### config.mk
export PLATFORM = sky130hd
export DESIGN_NAME = text_buffer_writer_flat
export DESIGN_NICKNAME = d
export VERILOG_FILES = /design/src/rtl/text_pkg.sv /design/src/rtl/text_buffer_writer_if.sv /design/src/rtl/text_buffer_writer_glyph.sv /design/src/rtl/text_buffer_writer.sv /design/src/flat_wrapper.sv
export SDC_FILE = /design/constraint.sdc
export NUM_CORES = 1
export LEC_CHECK = 0
export ABC_AREA = 1
export ABC_CLOCK_PERIOD_IN_PS = 2700
export BUFFER_PORTS_ARGS = -buffer_cell sky130_fd_sc_hd__buf_2
export CAP_MARGIN = 15
export CORE_MARGIN = 1.5
export CORE_UTILIZATION = 29
export DETAILED_ROUTE_END_ITERATION = 12
export GPL_ROUTABILITY_DRIVEN = 0
export GPL_TIMING_DRIVEN = 1
export MAX_ROUTING_LAYER = met4
export SLEW_MARGIN = 15
export SYNTH_ARGS = -nofsm -noshare
export SYNTH_HDL_FRONTEND = slang
export SYNTH_HIERARCHICAL = 1
export SYNTH_SLANG_ARGS = --single-unit
### constraint.sdc
create_clock -name clk -period 2.7 [get_ports clk]
set_input_delay 0 -clock clk [delete_from_list [all_inputs] [get_ports clk]]
set_output_delay 0 -clock clk [all_outputs]
set_load 0.02 [all_outputs]
### src/rtl/text_pkg.sv
// Shared constants, state encoding and address helper for the text buffer writer.
package text_pkg;

  localparam int COLS  = 32'd80;
  localparam int ROWS  = 32'd8;
  localparam int CELLS = 32'd640;

  localparam logic [6:0] LAST_COL = 7'd79;
  localparam logic [2:0] LAST_ROW = 3'd7;
  localparam logic [9:0] CELLS_N  = 10'd640;

  localparam logic [7:0] CH_BS = 8'h08;
  localparam logic [7:0] CH_NL = 8'h0D;
  localparam logic [7:0] CH_FF = 8'h0C;

  localparam logic [4:0] G_SPACE = 5'd0;
  localparam logic [4:0] G_A     = 5'd1;
  localparam logic [4:0] G_STAR  = 5'd27;
  localparam logic [4:0] G_HASH  = 5'd28;

  typedef enum logic [1:0] {
    CLEAR = 2'd0,
    IDLE  = 2'd1,
    WRITE = 2'd2
  } state_t;

  // row*80 + col built from shifts: 80 = 64 + 16
  function automatic logic [9:0] cell_addr(input logic [2:0] row, input logic [6:0] col);
    return ({7'd0, row} << 4'd6) + ({7'd0, row} << 4'd4) + {3'd0, col};
  endfunction

endpackage

### src/rtl/text_buffer_writer_if.sv
// Byte-in handshake plus character RAM write port of the text buffer writer.
interface text_buffer_writer_if;

  logic       in_valid;
  logic [7:0] in_char;
  logic       in_ready;
  logic [9:0] wr_addr;
  logic [4:0] wr_data;
  logic       wr_en;

  modport master (
    output in_valid, in_char,
    input  in_ready, wr_addr, wr_data, wr_en
  );

  modport slave (
    input  in_valid, in_char,
    output in_ready, wr_addr, wr_data, wr_en
  );

endinterface

### src/rtl/text_buffer_writer_glyph.sv
// ascii_to_glyph: combinational ASCII byte to 5-bit glyph code decoder.
module ascii_to_glyph
  import text_pkg::*;
(
  input  logic [7:0] in_char,
  output logic [4:0] glyph,
  output logic       is_printable,
  output logic       is_ctrl,
  output logic       has_glyph
);

  logic [7:0] upper_ofs_s;
  logic [7:0] lower_ofs_s;

  assign upper_ofs_s = in_char - 8'h40;
  assign lower_ofs_s = in_char - 8'h60;

  // Letter/symbol mapping; printable bytes without a glyph report has_glyph=0
  always_comb begin
    glyph     = G_SPACE;
    has_glyph = 1'b0;
    if (in_char >= 8'h41 && in_char <= 8'h5A) begin
      glyph     = upper_ofs_s[4:0];
      has_glyph = 1'b1;
    end else if (in_char >= 8'h61 && in_char <= 8'h7A) begin
      glyph     = lower_ofs_s[4:0];
      has_glyph = 1'b1;
    end else if (in_char == 8'h2A) begin
      glyph     = G_STAR;
      has_glyph = 1'b1;
    end else if (in_char == 8'h23) begin
      glyph     = G_HASH;
      has_glyph = 1'b1;
    end else if (in_char == 8'h20) begin
      glyph     = G_SPACE;
      has_glyph = 1'b1;
    end else begin
      glyph     = G_SPACE;
      has_glyph = 1'b0;
    end
  end

  assign is_printable = (in_char >= 8'h20) && (in_char <= 8'h7E);
  assign is_ctrl      = (in_char == CH_BS) || (in_char == CH_NL) || (in_char == CH_FF);

endmodule

### src/rtl/text_buffer_writer.sv
// Cursor-driven writer for the 80x8 text RAM; clears the RAM after reset and on form feed.
// Define TEXT_WRAP_EN to wrap at the end of the buffer instead of saturating.
module text_buffer_writer
  import text_pkg::*;
#(
  parameter logic [4:0] CLEAR_CODE = G_SPACE
) (
  input  logic                 clk,
  input  logic                 rst_n,
  text_buffer_writer_if.slave  bus,
  output logic [6:0]           cursor_col,
  output logic [2:0]           cursor_row,
  output logic                 busy,
  output logic                 overflow
);

  state_t     state_r, state_n;
  logic [9:0] cnt_r, cnt_n;
  logic [6:0] col_r, col_n;
  logic [2:0] row_r, row_n;
  logic       at_end_r, at_end_n;
  logic       ovf_r, ovf_n;
  logic       wr_en_r, wr_en_n;
  logic [9:0] wr_addr_r, wr_addr_n;
  logic [4:0] wr_data_r, wr_data_n;
  logic       busy_r, busy_n;
  logic       ready_r, ready_n;

  logic [4:0] glyph_s;
  logic       is_printable_s, is_ctrl_s, has_glyph_s;
  logic       accept_s, last_col_s, last_row_s;
  logic [9:0] cur_addr_s;

  ascii_to_glyph u_glyph (
    .in_char      (bus.in_char),
    .glyph        (glyph_s),
    .is_printable (is_printable_s),
    .is_ctrl      (is_ctrl_s),
    .has_glyph    (has_glyph_s)
  );

  assign accept_s   = bus.in_valid & ready_r;
  assign last_col_s = (col_r == LAST_COL);
  assign last_row_s = (row_r == LAST_ROW);
  assign cur_addr_s = cell_addr(row_r, col_r);

  // Next-state and next-output decode; outputs are registered alongside the state
  always_comb begin
    state_n   = state_r;
    cnt_n     = cnt_r;
    col_n     = col_r;
    row_n     = row_r;
    at_end_n  = at_end_r;
    ovf_n     = ovf_r;
    wr_en_n   = 1'b0;
    wr_addr_n = wr_addr_r;
    wr_data_n = wr_data_r;
    busy_n    = busy_r;
    ready_n   = 1'b0;
    case (state_r)
      CLEAR: begin
        if (cnt_r < CELLS_N) begin
          wr_en_n   = 1'b1;
          wr_addr_n = cnt_r;
          wr_data_n = CLEAR_CODE;
          cnt_n     = cnt_r + 10'd1;
          busy_n    = 1'b1;
        end else begin
          state_n  = IDLE;
          cnt_n    = 10'd0;
          col_n    = 7'd0;
          row_n    = 3'd0;
          at_end_n = 1'b0;
          busy_n   = 1'b0;
          ready_n  = 1'b1;
        end
      end
      IDLE: begin
        ready_n = 1'b1;
        if (accept_s) begin
          ready_n = 1'b0;
          state_n = WRITE;
          if (is_ctrl_s) begin
            case (bus.in_char)
              CH_FF: begin
                state_n  = CLEAR;
                cnt_n    = 10'd0;
                col_n    = 7'd0;
                row_n    = 3'd0;
                at_end_n = 1'b0;
                ovf_n    = 1'b0;
                busy_n   = 1'b1;
              end
              CH_NL: begin
                col_n    = 7'd0;
                at_end_n = 1'b0;
`ifdef TEXT_WRAP_EN
                row_n = last_row_s ? 3'd0 : row_r + 3'd1;
`else
                row_n = last_row_s ? row_r : row_r + 3'd1;
`endif
              end
              CH_BS: begin
                wr_data_n = CLEAR_CODE;
                // With the end flag set the cursor sits logically past (7,79): erase that cell in place
                if (at_end_r) begin
                  at_end_n  = 1'b0;
                  wr_en_n   = 1'b1;
                  wr_addr_n = cur_addr_s;
                end else if (col_r != 7'd0) begin
                  col_n     = col_r - 7'd1;
                  wr_en_n   = 1'b1;
                  wr_addr_n = cell_addr(row_r, col_r - 7'd1);
                end else if (row_r != 3'd0) begin
                  row_n     = row_r - 3'd1;
                  col_n     = LAST_COL;
                  wr_en_n   = 1'b1;
                  wr_addr_n = cell_addr(row_r - 3'd1, LAST_COL);
                end else begin
                  wr_en_n = 1'b0;
                end
              end
              default: begin
                state_n = WRITE;
              end
            endcase
          end else if (is_printable_s && has_glyph_s) begin
`ifdef TEXT_WRAP_EN
            wr_en_n   = 1'b1;
            wr_addr_n = cur_addr_s;
            wr_data_n = glyph_s;
            col_n     = last_col_s ? 7'd0 : col_r + 7'd1;
            row_n     = last_col_s ? (last_row_s ? 3'd0 : row_r + 3'd1) : row_r;
`else
            if (at_end_r) begin
              ovf_n = 1'b1;
            end else begin
              wr_en_n   = 1'b1;
              wr_addr_n = cur_addr_s;
              wr_data_n = glyph_s;
              if (last_col_s && last_row_s) begin
                at_end_n = 1'b1;
              end else begin
                col_n = last_col_s ? 7'd0 : col_r + 7'd1;
                row_n = last_col_s ? row_r + 3'd1 : row_r;
              end
            end
`endif
          end else begin
            state_n = WRITE;
          end
        end else begin
          state_n = IDLE;
        end
      end
      WRITE: begin
        state_n = IDLE;
        ready_n = 1'b1;
      end
      default: begin
        state_n = CLEAR;
        cnt_n   = 10'd0;
        busy_n  = 1'b1;
      end
    endcase
  end

  // State, cursor and output registers
  always_ff @(posedge clk or negedge rst_n) begin
    if (!rst_n) begin
      state_r   <= CLEAR;
      cnt_r     <= 10'd0;
      col_r     <= 7'd0;
      row_r     <= 3'd0;
      at_end_r  <= 1'b0;
      ovf_r     <= 1'b0;
      wr_en_r   <= 1'b0;
      wr_addr_r <= 10'd0;
      wr_data_r <= CLEAR_CODE;
      busy_r    <= 1'b1;
      ready_r   <= 1'b0;
    end else begin
      state_r   <= state_n;
      cnt_r     <= cnt_n;
      col_r     <= col_n;
      row_r     <= row_n;
      at_end_r  <= at_end_n;
      ovf_r     <= ovf_n;
      wr_en_r   <= wr_en_n;
      wr_addr_r <= wr_addr_n;
      wr_data_r <= wr_data_n;
      busy_r    <= busy_n;
      ready_r   <= ready_n;
    end
  end

  assign bus.in_ready = ready_r;
  assign bus.wr_en    = wr_en_r;
  assign bus.wr_addr  = wr_addr_r;
  assign bus.wr_data  = wr_data_r;
  assign cursor_col   = col_r;
  assign cursor_row   = row_r;
  assign busy         = busy_r;
  assign overflow     = ovf_r;

endmodule

### src/flat_wrapper.sv
// flat-port wrapper written by rule: the top's interface ports become plain ports
module text_buffer_writer_flat import text_pkg::*;
#(
  parameter logic [4:0] CLEAR_CODE = G_SPACE
)
  (clk, rst_n, cursor_col, cursor_row, busy, overflow, bus_in_valid, bus_in_char, bus_in_ready, bus_wr_addr, bus_wr_data, bus_wr_en);
  text_buffer_writer_if bus_i ();
  input  logic clk;
  input  logic rst_n;
  output logic [6:0] cursor_col;
  output logic [2:0] cursor_row;
  output logic busy;
  output logic overflow;
  input wire logic [$bits(bus_i.in_valid)-1:0] bus_in_valid;
  input wire logic [$bits(bus_i.in_char)-1:0] bus_in_char;
  output wire logic [$bits(bus_i.in_ready)-1:0] bus_in_ready;
  output wire logic [$bits(bus_i.wr_addr)-1:0] bus_wr_addr;
  output wire logic [$bits(bus_i.wr_data)-1:0] bus_wr_data;
  output wire logic [$bits(bus_i.wr_en)-1:0] bus_wr_en;
  assign bus_i.in_valid = bus_in_valid;
  assign bus_i.in_char = bus_in_char;
  assign bus_in_ready = bus_i.in_ready;
  assign bus_wr_addr = bus_i.wr_addr;
  assign bus_wr_data = bus_i.wr_data;
  assign bus_wr_en = bus_i.wr_en;
  text_buffer_writer #(.CLEAR_CODE(CLEAR_CODE)) u_core (.clk(clk), .rst_n(rst_n), .bus(bus_i), .cursor_col(cursor_col), .cursor_row(cursor_row), .busy(busy), .overflow(overflow));
endmodule
After elaboration in Yosys (flattened, before gate mapping)
Cells that the tools add are included.
{"block": "word_totals", "mem_bits_ro": 0, "memories": 0, "word_cells": 174, "inputBits": 11, "out_inout_bits": 29, "latch_bits": 0, "reg_bits": 42, "ramBits": 0}
{"block": "classes", "order_cmp": 7, "reduce_logical": 22, "eq_ne": 30, "muxes": 90, "n_shift": 0, "n_mul": 0, "add_sub_neg": 12, "n_bitwise": 2, "div_mod_pow": 0}
{"op": "two-way mux 10 bit", "n": 13}
{"op": "two-way mux 7 bit", "n": 10}
{"op": "two-way mux 5 bit", "n": 10}
{"op": "two-way mux 3 bit", "n": 11}
{"op": "two-way mux 1 bit", "n": 30}
{"op": "case mux 10 bit (3 select lines)", "n": 1}
{"op": "case mux 7 bit (2 select lines)", "n": 2}
{"op": "equality test 8 x 4 -> 1 bit (second input constant)", "n": 3}
{"op": "equality test 8 x 6 -> 1 bit (second input constant)", "n": 3}
{"op": "less-or-equal comparator 8 x 7 -> 1 bit (second input constant)", "n": 3}
{"op": "adder 10 x 7 -> 10 bit", "n": 2}
{"op": "adder 9 x 7 -> 10 bit", "n": 2}
{"op": "case mux 10 bit (2 select lines)", "n": 1}
{"op": "greater-or-equal comparator 8 x 7 -> 1 bit (second input constant)", "n": 2}
{"op": "!= test 4 bit (second input constant)", "n": 4}
{"op": "!= test 3 bit (second input constant)", "n": 4}
{"op": "AND reduction 12 bit", "n": 1}
{"op": "adder 10 x 1 -> 10 bit (second input constant)", "n": 1}
{"op": "adder 10 x 7 -> 10 bit (second input constant)", "n": 1}
{"op": "less-than comparator 10 bit (second input constant)", "n": 1}
{"op": "!= test 5 bit (second input constant)", "n": 2}
{"op": "case mux 5 bit (2 select lines)", "n": 1}
{"op": "AND reduction 5 bit", "n": 2}
{"op": "subtractor 5 x 1 -> 5 bit (second input constant)", "n": 2}
{"op": "34 further kinds", "n": 51}

Logic depth before layout (Yosys ltp)
Gate-level depths: netlist (run 1).
{"block": "logic_depth", "ltp_word": 11, "depth_mapped": 16}

By module
Netlist (run 1), hierarchy kept.
{"mod": "text_buffer_writer", "area_per_inst_um2": 3314.4, "seq_area_each_um2": 1052.3, "n_inst": 1, "cells_each": 499}
{"mod": "ascii_to_glyph", "area_per_inst_um2": 227.7, "seq_area_each_um2": 0.0, "n_inst": 1, "cells_each": 50}

Worst setup path before layout (run 1)
OpenSTA, ideal clock, no wires.
{"block": "synth_timing", "path_type": "reg2reg", "start": "reg u_core.col_r[0], in the netlist u_core/cursor_col[0]", "end": "reg u_core.wr_addr_r[8], in the netlist u_core/bus.wr_addr[8]", "setup_time_ns": 0.071, "stages_incl_launch_ff": 14, "t_arrival_ns": 2.250, "slack_ns": 0.379, "required_time_ns": 2.629, "cell_sequence": "dfrtp_1 -> inv_1 -> ha_1 -> nand2_1 -> xor2_1 -> ha_1 -> fa_1 -> nand2_1 -> inv_1 -> o21ai_0 -> nand3_1 -> a21oi_1 -> nor2_1 -> nor2_1"}
{"block": "synth_between", "elab_chain_cells": 8, "elab_cells_between_ends": 14, "classes_between": "add/sub: 3; eq/ne: 1; mux: 8; reduce/logical: 2"}
{"item": "start, declared", "line_no": "text_buffer_writer.sv:19", "source": "logic [6:0] col_r, col_n;"}
{"item": "start signal, assigned", "line_no": "text_buffer_writer.sv:185", "source": "col_r <= col_n;"}
{"item": "subtractor 7 x 1 -> 7 bit", "line_no": "text_buffer_writer.sv:113", "source": "wr_addr_n = cell_addr(row_r, col_r - 7'd1);"}
{"item": "adder 10 x 7 -> 10 bit", "line_no": "text_pkg.sv:29", "source": "return ({7'd0, row} << 4'd6) + ({7'd0, row} << 4'd4) + {3'd0, col};"}
{"item": "two-way mux 10 bit", "line_no": "text_buffer_writer.sv:110", "source": "end else if (col_r != 7'd0) begin"}
{"item": "two-way mux 10 bit", "line_no": "text_buffer_writer.sv:106", "source": "if (at_end_r) begin"}
{"item": "two-way mux 10 bit", "line_no": "text_buffer_writer.sv:84", "source": "case (bus.in_char)"}
{"item": "two-way mux 10 bit", "line_no": "text_buffer_writer.sv:83", "source": "if (is_ctrl_s) begin"}
{"item": "two-way mux 10 bit", "line_no": "text_buffer_writer.sv:80", "source": "if (accept_s) begin"}
{"item": "case mux 10 bit (2 select lines)", "line_no": "text_buffer_writer.sv:60", "source": "case (state_r)"}
{"item": "end signal, assigned", "line_no": "text_buffer_writer.sv:190", "source": "wr_addr_r <= wr_addr_n;"}
{"item": "end, declared", "line_no": "text_buffer_writer.sv:24", "source": "logic [9:0] wr_addr_r, wr_addr_n;"}
Several ways; a longest one is shown, not always the timed one. The select of a mux whose other input is x is not followed.
A chain may end at the register's enable or synchronous reset.

Worst setup path in the final report (run 1)
{"block": "layout_timing", "start": "reg u_core.col_r[1], in the netlist u_core/cursor_col[1]", "end": "reg u_core.wr_addr_r[8], in the netlist u_core/bus.wr_addr[8]"}
Same word-level chain as after synthesis.

==> impl_metrics.ini, run 1 <==
[setup_path]
max_stage_delay_ns = 0.44
path_cells = inv_1 -> ha_1 -> nand2_1 -> xor2_1 -> ha_1 -> fa_1 -> nand2_1 -> inv_1 -> o21ai_0 -> nand3_1 -> a21oi_1 -> nor2_1 -> nor2_1
cp_slowest_cell = dfrtp_1
cp_num_cells = 13
timing.rr.start = u_core/cursor_col[1]
setup.worst_path.start = u_core/cursor_col[1]
end_kind = register
path_buf_inv = 2
worstPathArrival_ns = 2.62
cp-start-kind = register
r2r_cells = 13
critical-path-top-delay-family = adder cells
r2r_slack_ns = 0.31
crit_path_max_fanout = 7
cp.required_ns = 2.92
critPathKind = register to register

[cells_and_area]
drive_above_1_share_pct = 13.8
area_growth_pct = 15.4
instances_no_fill = 741
nets = 625
final_common_cell = nand2_1
n_antenna_cell = 0
n_fill_cell = 1294
final_cell_mix = nand2_1, inv_1, nor2_1

[clocking]
cts_tree = yes
clk_latency_ns = 0.29
cts_inserted_buffers = 5
cts-root-buf = clkbuf_16
max-clock-path-buffers = 2
cts_sinks = 42
cts_max_level = 2
post_cts_buffers = 0
path_clk_slew_ns = 0.06

[timing]
tightest_slew_ns = 0.986
tns_ns = 0
finalClockSkew_ns = 0.00377
report.final.slew_viol_count = 0
fmax_mhz = 418
rsz0062_at_grt = no
finalSetupViolCount = 0
relSlewSlack_pct = 34.3
min_period_over_period_pct = 88.6
post-route-min-period_ns = 2.39
layout_setup_ws_ns = 0.307
hold_viol = 0

[logic_synthesis]
synth_top_area_share_pct = 29.0
yosysWarnings = 6
ys_seq_elements = 42
avgSynthCellArea_um2 = 6.45
yosys-top-cells-area = dfrtp_1, nand2_1, inv_1
netlist_area_mm2 = 0.00354
yosysSeqAreaShare_pct = 29.7
synth_cells = 549
syn_nets = 581
synth_cell_types = 36
yosysTopAreaCell = dfrtp_1

[run_status]
status = finished clean

[hold_path]
whs_path_depth = 5
holdCritPathClass = primary input to register
min_from = bus_in_valid

[drt]
wl_um = 9910
ant_nets = 0
drtIter0Drc = 252
wl_per_cell_um = 13.4
drcViolationCount = 0
via_per_inst = 4.98
detail_route.first_pass.iterations = 5
vias = 3687

[floorplanning]
die_h_um = 114
die-width_um = 114
rows = 40
io_pins = 40
dieArea_mm2 = 0.0129
start_util_pct = 29.6
core_mm2 = 0.0120

[power_and_ir_drop]
vdd_ir_drop_max_mv = 0.396
power_density_mw_per_mm2 = 1050
p_leak_uw = 0.00216
p_total_uw = 4310

[global_route]
grt_usage_pct = 16.5
grt_pass1_vias = 3555
grt_max_degree = 43
grt_pass1_wl_um = 16900
antenna_found_initial = 0
overflow = 0

[job]
maxCapViolCount = 0

[placement]
place_inst = 732
hpwl_um = 7460
post-place-ws_ns = 0.246
place.port_buffers = 39
## final timing paths
path | end
max | u_core/bus.wr_addr[8]
min | u_core/state_r[1]
max reg2reg | u_core/bus.wr_addr[8]
min reg2reg | u_core/bus.wr_addr[0]
max in group asynchronous | u_core/bus.wr_data[4]
min in group asynchronous | u_core/bus.wr_addr[9]
## per-layer routing
layer / vias up / part of all wire, % / GRT usage, %
met5: - / 0 / -
met4: 0 / 2.1 / 4.92
met3: 17 / 5.5 / 2.71
met2: 106 / 47 / 27.1
met1: 1710 / 46 / 21.0
li1: 1854 / - / -
## area by class of cell
class	count	area [µm²]	area share, %
well taps	147	184	4.50
flip-flops and latches	42	1050	25.7
repair buffers	47	258	6.30
multi-input cells	414	2120	51.8
clock buffers	6	129	3.15
clock inverters	2	37.5	0.918
inverters	83	312	7.62
## cells by family after synthesis
| kind of cell | count (synthesis) | synth area share [%] |
|---|---|---|
| and+or+nand+nor | 314 | 38.9 |
| xor gates and xnor gates | 5 | 1.24 |
| adders and majority gates | 21 | 7.84 |
| DFF | 42 | 29.7 |
| buffers and inverters | 93 | 10.5 |
| AOI/OAI and AO/OA | 74 | 11.8 |
## power by group
group | internal, µW | switching, µW
logic | 804 | 1660
registers | 888 | 271
clock network | 437 | 254
total | 2130 | 2180
## state kept, by name, summed over array words and instances (netlist names)
name and flops:
u_core/cursor_col 7, u_core/cursor_row 3, u_core/busy 1, u_core/bus.in_ready 1
u_core/bus.wr_en 1, u_core/state_r 2, u_core/cnt_r 10, u_core/bus.wr_data 5
u_core/bus.wr_addr 10, u_core/at_end_r 1, u_core/overflow 1
## cells in the mapped netlist
cell type,instances
a21oi_1,23
fa_1,2
o41ai_1,1
o22ai_1,2
buf_2,5
a21boi_0,2
a21oi_2,1
nor3_1,7
nor4_1,1
xor2_1,4
nand2_2,2
a31oi_1,1
o31ai_1,3
nand3_1,52
a2bb2oi_1,1
buf_6,1
nor2_4,4
nand2_1,161
nand3_2,4
nor2_1,59
clkinv_1,1
and2_2,1
ha_1,19
nand4_1,15
clkbuf_1,3
inv_2,6
o21ai_0,35
dfrtp_1,41
o21ai_4,1
o211ai_1,3
inv_1,76
dfstp_2,1
nor2_2,8
xnor2_1,1
clkbuf_8,1
a211oi_1,1
## through the flow
| step | utilization (%) | hold slack, ns | cell area (µm²) |
|---|---|---|---|
| after floorplan | - | -0.296 | 3540 |
| after global placement | 32.7 | 0.232 | 3910 |
| after detailed placement | 32.7 | 0.242 | 3910 |
| after CTS | 34.2 | 0.105 | 4090 |
| after global routing | 34.2 | 0.147 | 4090 |
| final | 34.2 | 0.105 | 4090 |
## worst min-delay path: stages
cell and delay, ns:
buf_2 0.09, nand2_1 0.05, inv_1 0.06, nand2_1 0.10
nor2_1 0.05
## what timing repair did
item	4_1_cts	5_1_grt
endpoints found under the setup margin	0	1
resized for setup	0	1
endpoints found under the hold margin	41	0
hold buffers	1	0
Note: power is estimated with default switching activity, not from simulation.
==> run 2: changes to the inputs <==
- BUFFER_PORTS_ARGS: -buffer_cell sky130_fd_sc_hd__buf_2 -> not set
- CAP_MARGIN: 15 -> not set
- DONT_BUFFER_PORTS: not set -> 1
- GPL_ROUTABILITY_DRIVEN: 0 -> 1
==> run 2 against run 1 <==
  * Register-to-register slack hardly changed
  * Maximum frequency fell by 0.31%
  * Clock-buffer cell count up 2
  * Power down 3.6%
  * Flip-flop and latch count is the same
  * Core utilization decreased by 1.0 points
  * Sequential share of layout area grew 0.80 points
  * Via count shrank 4.6%
==> impl_metrics.ini, run 2 (synthesis results as in run 1) <==
[run_status]
status = finished clean

[clocking]
hold_buffers = 2
cts-root-buf = clkbuf_16
post_cts_buffers = 0
max-clock-path-buffers = 2
cts_inserted_buffers = 5
cts_tree = yes
path_clk_slew_ns = 0.06
post_cts_resized = 0
cts_max_level = 2
cts_sinks = 42
clk_latency_ns = 0.29

[global_route]
grt_pass1_vias = 3496
grt_usage_pct = 16.6
antenna_found_initial = 0
grt_max_degree = 43
use_met1_pct = 21.2
busiest_layer = met2
use_met2_pct = 27.5
overflow = 0
grt_pass1_wl_um = 17000
use_met3_pct = 3.08

[power_and_ir_drop]
comb_power_share_pct = 52.0
vdd_ir_drop_max_mv = 0.407
pwr-share-seq_pct = 31.8
power_density_mw_per_mm2 = 1050
clockPowerShare_pct = 16.1
power_switching_share_pct = 51.2
p_int_uw = 2030
power_switching_uw = 2130
p_leak_uw = 0.00203

[setup_path]
path_buf_inv = 2
r2r_slack_ns = 0.30
r2r_cells = 13
critPathKind = register to register
timing.rr.start = u_core/cursor_col[0]
crit_path_max_fanout = 7
cp_num_cells = 13
path_cells = inv_1 -> ha_1 -> nand2_1 -> xor2_1 -> ha_1 -> fa_1 -> nand2_1 -> inv_1 -> o21ai_0 -> nand3_1 -> a21oi_1 -> nor2_1 -> nor2_1
max_stage_delay_ns = 0.41
cp.required_ns = 2.92
reg2reg_to = u_core/bus.wr_addr[8]
cp-start-kind = register
cp_slowest_cell = fa_1
worstPathArrival_ns = 2.62
critical-path-top-delay-family = adder cells
end_kind = register

[timing]
report.final.slew_viol_count = 0
hold_viol = 0
fmax_mhz = 417
tns_ns = 0
relSlewSlack_pct = 64.1
rsz0062_at_grt = no
layout_setup_ws_ns = 0.300
finalSetupViolCount = 0
post-route-min-period_ns = 2.40
min_period_over_period_pct = 88.9
finalClockSkew_ns = 0.00709
tightest_slew_ns = 0.539

[hold_path]
min_from = bus_in_char[4]
whs_path_depth = 4
worstHoldEndpoint = u_core/bus.wr_data[4]
holdCritPathClass = primary input to register

[cells_and_area]
area_growth_pct = 12.0
n_fill_cell = 1284
drive_above_1_share_pct = 8.90
nets = 593
register_area_mm2 = 0.00105
multiInputGateArea_mm2 = 0.00212
instances_no_fill = 709
final_cell_mix = nand2_1, inv_1, nor2_1
n_antenna_cell = 0
final_common_cell = nand2_1

[floorplanning]
die-width_um = 114
core_mm2 = 0.0120
start_util_pct = 29.6
rows = 40
io_pins = 40
die_h_um = 114
dieArea_mm2 = 0.0129

[drt]
wl_per_cell_um = 13.8
wl_um = 9770
ant_nets = 0
drcViolationCount = 0
vias = 3519
via_per_inst = 4.96
drtIter0Drc = 225
detail_route.first_pass.iterations = 5

[job]
maxCapViolCount = 0

[placement]
place_congestion = 0.891
hpwl_um = 7520
place_inst = 699
post-place-ws_ns = 0.336
place.port_buffers = 0
-- run 2: cell count changes in the layout (fill, tap and decap cells not counted), sizes merged --
cell	delta
clkinvlp	-1
buf	-32
clkbuf	+2
bufinv	-1
-- run 2: cell type report --
cell class / count / share of cell area (%)
clock buffer: 8 / 4.20
inverter: 83 / 7.85
sequential: 42 / 26.5
tap: 147 / 4.64
timing repair buffer: 15 / 3.41
multi-input combinational: 414 / 53.4
-- run 2: per-stage QoR --
| step | hold WS (ns) | utilization (%) | total power, µW | instance area, µm² |
|---|---|---|---|---|
| 2_1_floorplan | -0.296 | - | 2930 | 3540 |
| 3_3_place_gp | -0.294 | 31.5 | 3440 | 3760 |
| 3_5_place_dp | -0.294 | 31.5 | 3480 | 3760 |
| 4_1_cts | 0.0165 | 33.2 | 4180 | 3970 |
| 5_1_grt | 0.0572 | 33.2 | 4590 | 3970 |
| 6_report | 0.0174 | 33.2 | 4150 | 3970 |
-- run 2: worst max-delay path by stage --
stage | from | endpoint | slack, ns
2_1_floorplan | u_core/cursor_col[0] | u_core/bus.wr_addr[8] | 0.38
3_3_place_gp | u_core/cursor_col[0] | u_core/bus.wr_addr[8] | 0.41
3_5_place_dp | u_core/cursor_col[0] | u_core/bus.wr_addr[8] | 0.34
4_1_cts | u_core/cursor_col[0] | u_core/bus.wr_addr[8] | 0.30
5_1_grt | u_core/cursor_col[0] | u_core/bus.wr_addr[8] | 0.14
6_report | u_core/cursor_col[0] | u_core/bus.wr_addr[8] | 0.30
-- run 2: routing by layer --
layer	up-vias	part of all wire, %
li1	1784	-
met1	1658	46
met3	10	5.0
met5	-	0
met2	67	48
met4	0	0.93
-- run 2: power by group through the flow --
stage | Sequential (µW) | Clock (µW) | Combinational (µW)
after floorplan | 1280 | 0 | 1650
after global placement | 1330 | 0 | 2110
after detailed placement | 1340 | 0 | 2140
after CTS | 1330 | 683 | 2170
after global routing | 1370 | 715 | 2510
final | 1320 | 670 | 2160
-- run 2: worst reg2reg max path: stages (launching register included) --
cell and delay, ns:
dfrtp_1 0.38, inv_1 0.18, ha_1 0.24, nand2_1 0.08
xor2_1 0.17, ha_1 0.22, fa_1 0.41, nand2_1 0.08
inv_1 0.05, o21ai_0 0.14, nand3_1 0.09, a21oi_1 0.15
nor2_1 0.07, nor2_1 0.08
==> run 3: changes to the inputs <==
- RECOVER_POWER: not set -> 50
==> run 3 against run 2 <==
  * Clock skew about the same
  * Final cell count unchanged
  * Core utilization decreased by 0.13 points
  * Critical path depth unchanged
  * Hold slack about the same
  * Register-to-register slack about the same
  * Global-route usage unchanged
  * The run now ends with max-capacitance violations, max-slew violations left
  * Maximum frequency about the same
  * Routed wire length unchanged
  * Power decreased by 0.13%
  * Non-clock buffer count unchanged
==> impl_metrics.ini, run 3 (synthesis results as in run 1) <==
[floorplanning]
rows = 40
dieArea_mm2 = 0.0129
die_h_um = 114
die-width_um = 114
start_util_pct = 29.6
io_pins = 40
core_mm2 = 0.0120

[cells_and_area]
final_common_cell = nand2_1
final_cell_mix = nand2_1, inv_1, nor2_1
fin_area_mm2 = 0.00395
area_growth_pct = 11.6
nets = 593
drive_above_1_share_pct = 8.72
n_antenna_cell = 0
n_fill_cell = 1286
final_util_pct = 33.0

[job]
maxCapViolCount = 1

[timing]
relSlewSlack_pct = -27.5
fmax_mhz = 417
rsz0062_at_grt = no
tns_ns = 0
post-route-min-period_ns = 2.40
hold_viol = 0
finalClockSkew_ns = 0.00709
min_period_over_period_pct = 88.9
whs_ns = 0.0173
report.final.slew_viol_count = 43
finalSetupViolCount = 0
tightest_slew_ns = 1.91

[clocking]
post_cts_resized = 0
path_clk_slew_ns = 0.06
clk_latency_ns = 0.29
cts_tree = yes
cts_max_level = 2
cts_inserted_buffers = 5
cts-root-buf = clkbuf_16
max-clock-path-buffers = 2
cts_sinks = 42

[setup_path]
path_cells = inv_1 -> ha_1 -> nand2_1 -> xor2_1 -> ha_1 -> fa_1 -> nand2_1 -> inv_1 -> o21ai_0 -> nand3_1 -> a21oi_1 -> nor2_1 -> nor2_1
crit_path_max_fanout = 7
setup.worst_path.start = u_core/cursor_col[0]
r2r_cells = 13
reg2reg_to = u_core/bus.wr_addr[8]
critical-path-top-delay-family = adder cells
cp.required_ns = 2.92
max_stage_delay_ns = 0.41
crit_path_end = u_core/bus.wr_addr[8]
cp-start-kind = register
timing.rr.start = u_core/cursor_col[0]
path_buf_inv = 2
worstPathArrival_ns = 2.62
cp_slowest_cell = fa_1
r2r_slack_ns = 0.30
cp_num_cells = 13
critPathKind = register to register
end_kind = register

[global_route]
overflow = 0
antenna_found_initial = 0
grt_pass1_wl_um = 17000
grt_pass1_vias = 3496
grt_max_degree = 43
grt_usage_pct = 16.6

[placement]
hpwl_um = 7520
place_congestion = 0.891
place.port_buffers = 0
place_area_mm2 = 0.00376

[run_status]
violations = max-capacitance violations, max-slew violations
status = finished with violations

[drt]
via_per_inst = 4.98
vias = 3529
wl_um = 9770
drcViolationCount = 0
ant_nets = 0
drtIter0Drc = 240
wl_per_cell_um = 13.8
detail_route.first_pass.iterations = 5

[power_and_ir_drop]
p_leak_uw = 0.00203
vdd_ir_drop_max_mv = 0.407
power_density_mw_per_mm2 = 1050

[hold_path]
holdCritPathClass = primary input to register
[run 3: metrics by stage]
step	setup WS (ns)	power, µW	cells
after CTS	0.304	4180	709
after global routing	0.138	4590	709
after detailed placement	0.336	3480	699
after floorplan	0.379	2930	549
after global placement	0.411	3440	699
final	0.301	4150	709
[run 3: per-layer routing]
| layer | part of all wire [%] | GRT usage [%] | vias to the layer above | routed length (µm) |
|---|---|---|---|---|
| met4 | 0.93 | 3.67 | 0 | 91 |
| met1 | 45 | 21.2 | 1661 | 4440 |
| met2 | 48 | 27.5 | 74 | 4730 |
| met3 | 5.2 | 3.08 | 10 | 508 |
| li1 | - | - | 1784 | - |
| met5 | 0 | - | - | 0 |
[run 3: worst min path at each step]
stage | end | start | cells past startpoint
2_1_floorplan | u_core/at_end_r | rst_n | 0
4_1_cts | u_core/bus.wr_data[4] | bus_in_char[4] | 4
3_5_place_dp | u_core/bus.wr_addr[3] | rst_n | 0
3_3_place_gp | u_core/bus.wr_en | rst_n | 0
6_report | u_core/bus.wr_data[4] | bus_in_char[4] | 4
5_1_grt | u_core/bus.wr_data[4] | bus_in_char[4] | 4
[run 3: cell type report]
class	instances	area [µm²]	share of cell area, %
Sequential cell	42	1050	26.6
Tap cell	147	184	4.65
Clock buffer	8	166	4.21
Inverter	83	312	7.88
Timing Repair Buffer	15	120	3.04
Multi-Input combinational cell	414	2120	53.6
[run 3: what timing repair did]
item                                    CTS  global route
hold endpoints to repair                 42             0
endpoints found under the setup margin    0             0
hold buffers                              2             0
setup buffers                             0             0
[run 3: report_power, final]
group | switching, µW | leakage [µW] | total, µW | internal (µW)
logic | 1440 | 0.00141 | 2160 | 717
registers | 434 | 0.000536 | 1320 | 888
clock network | 251 | 0.0000832 | 670 | 419
total | 2130 | 0.00203 | 4150 | 2020
[run 3: worst min-delay path: cells and delay by family]
| family | cells | cell delay, ns |
|---|---|---|
| AOI/OAI and AO/OA | 1 | 0.08 |
| and+or+nand+nor | 3 | 0.19 |
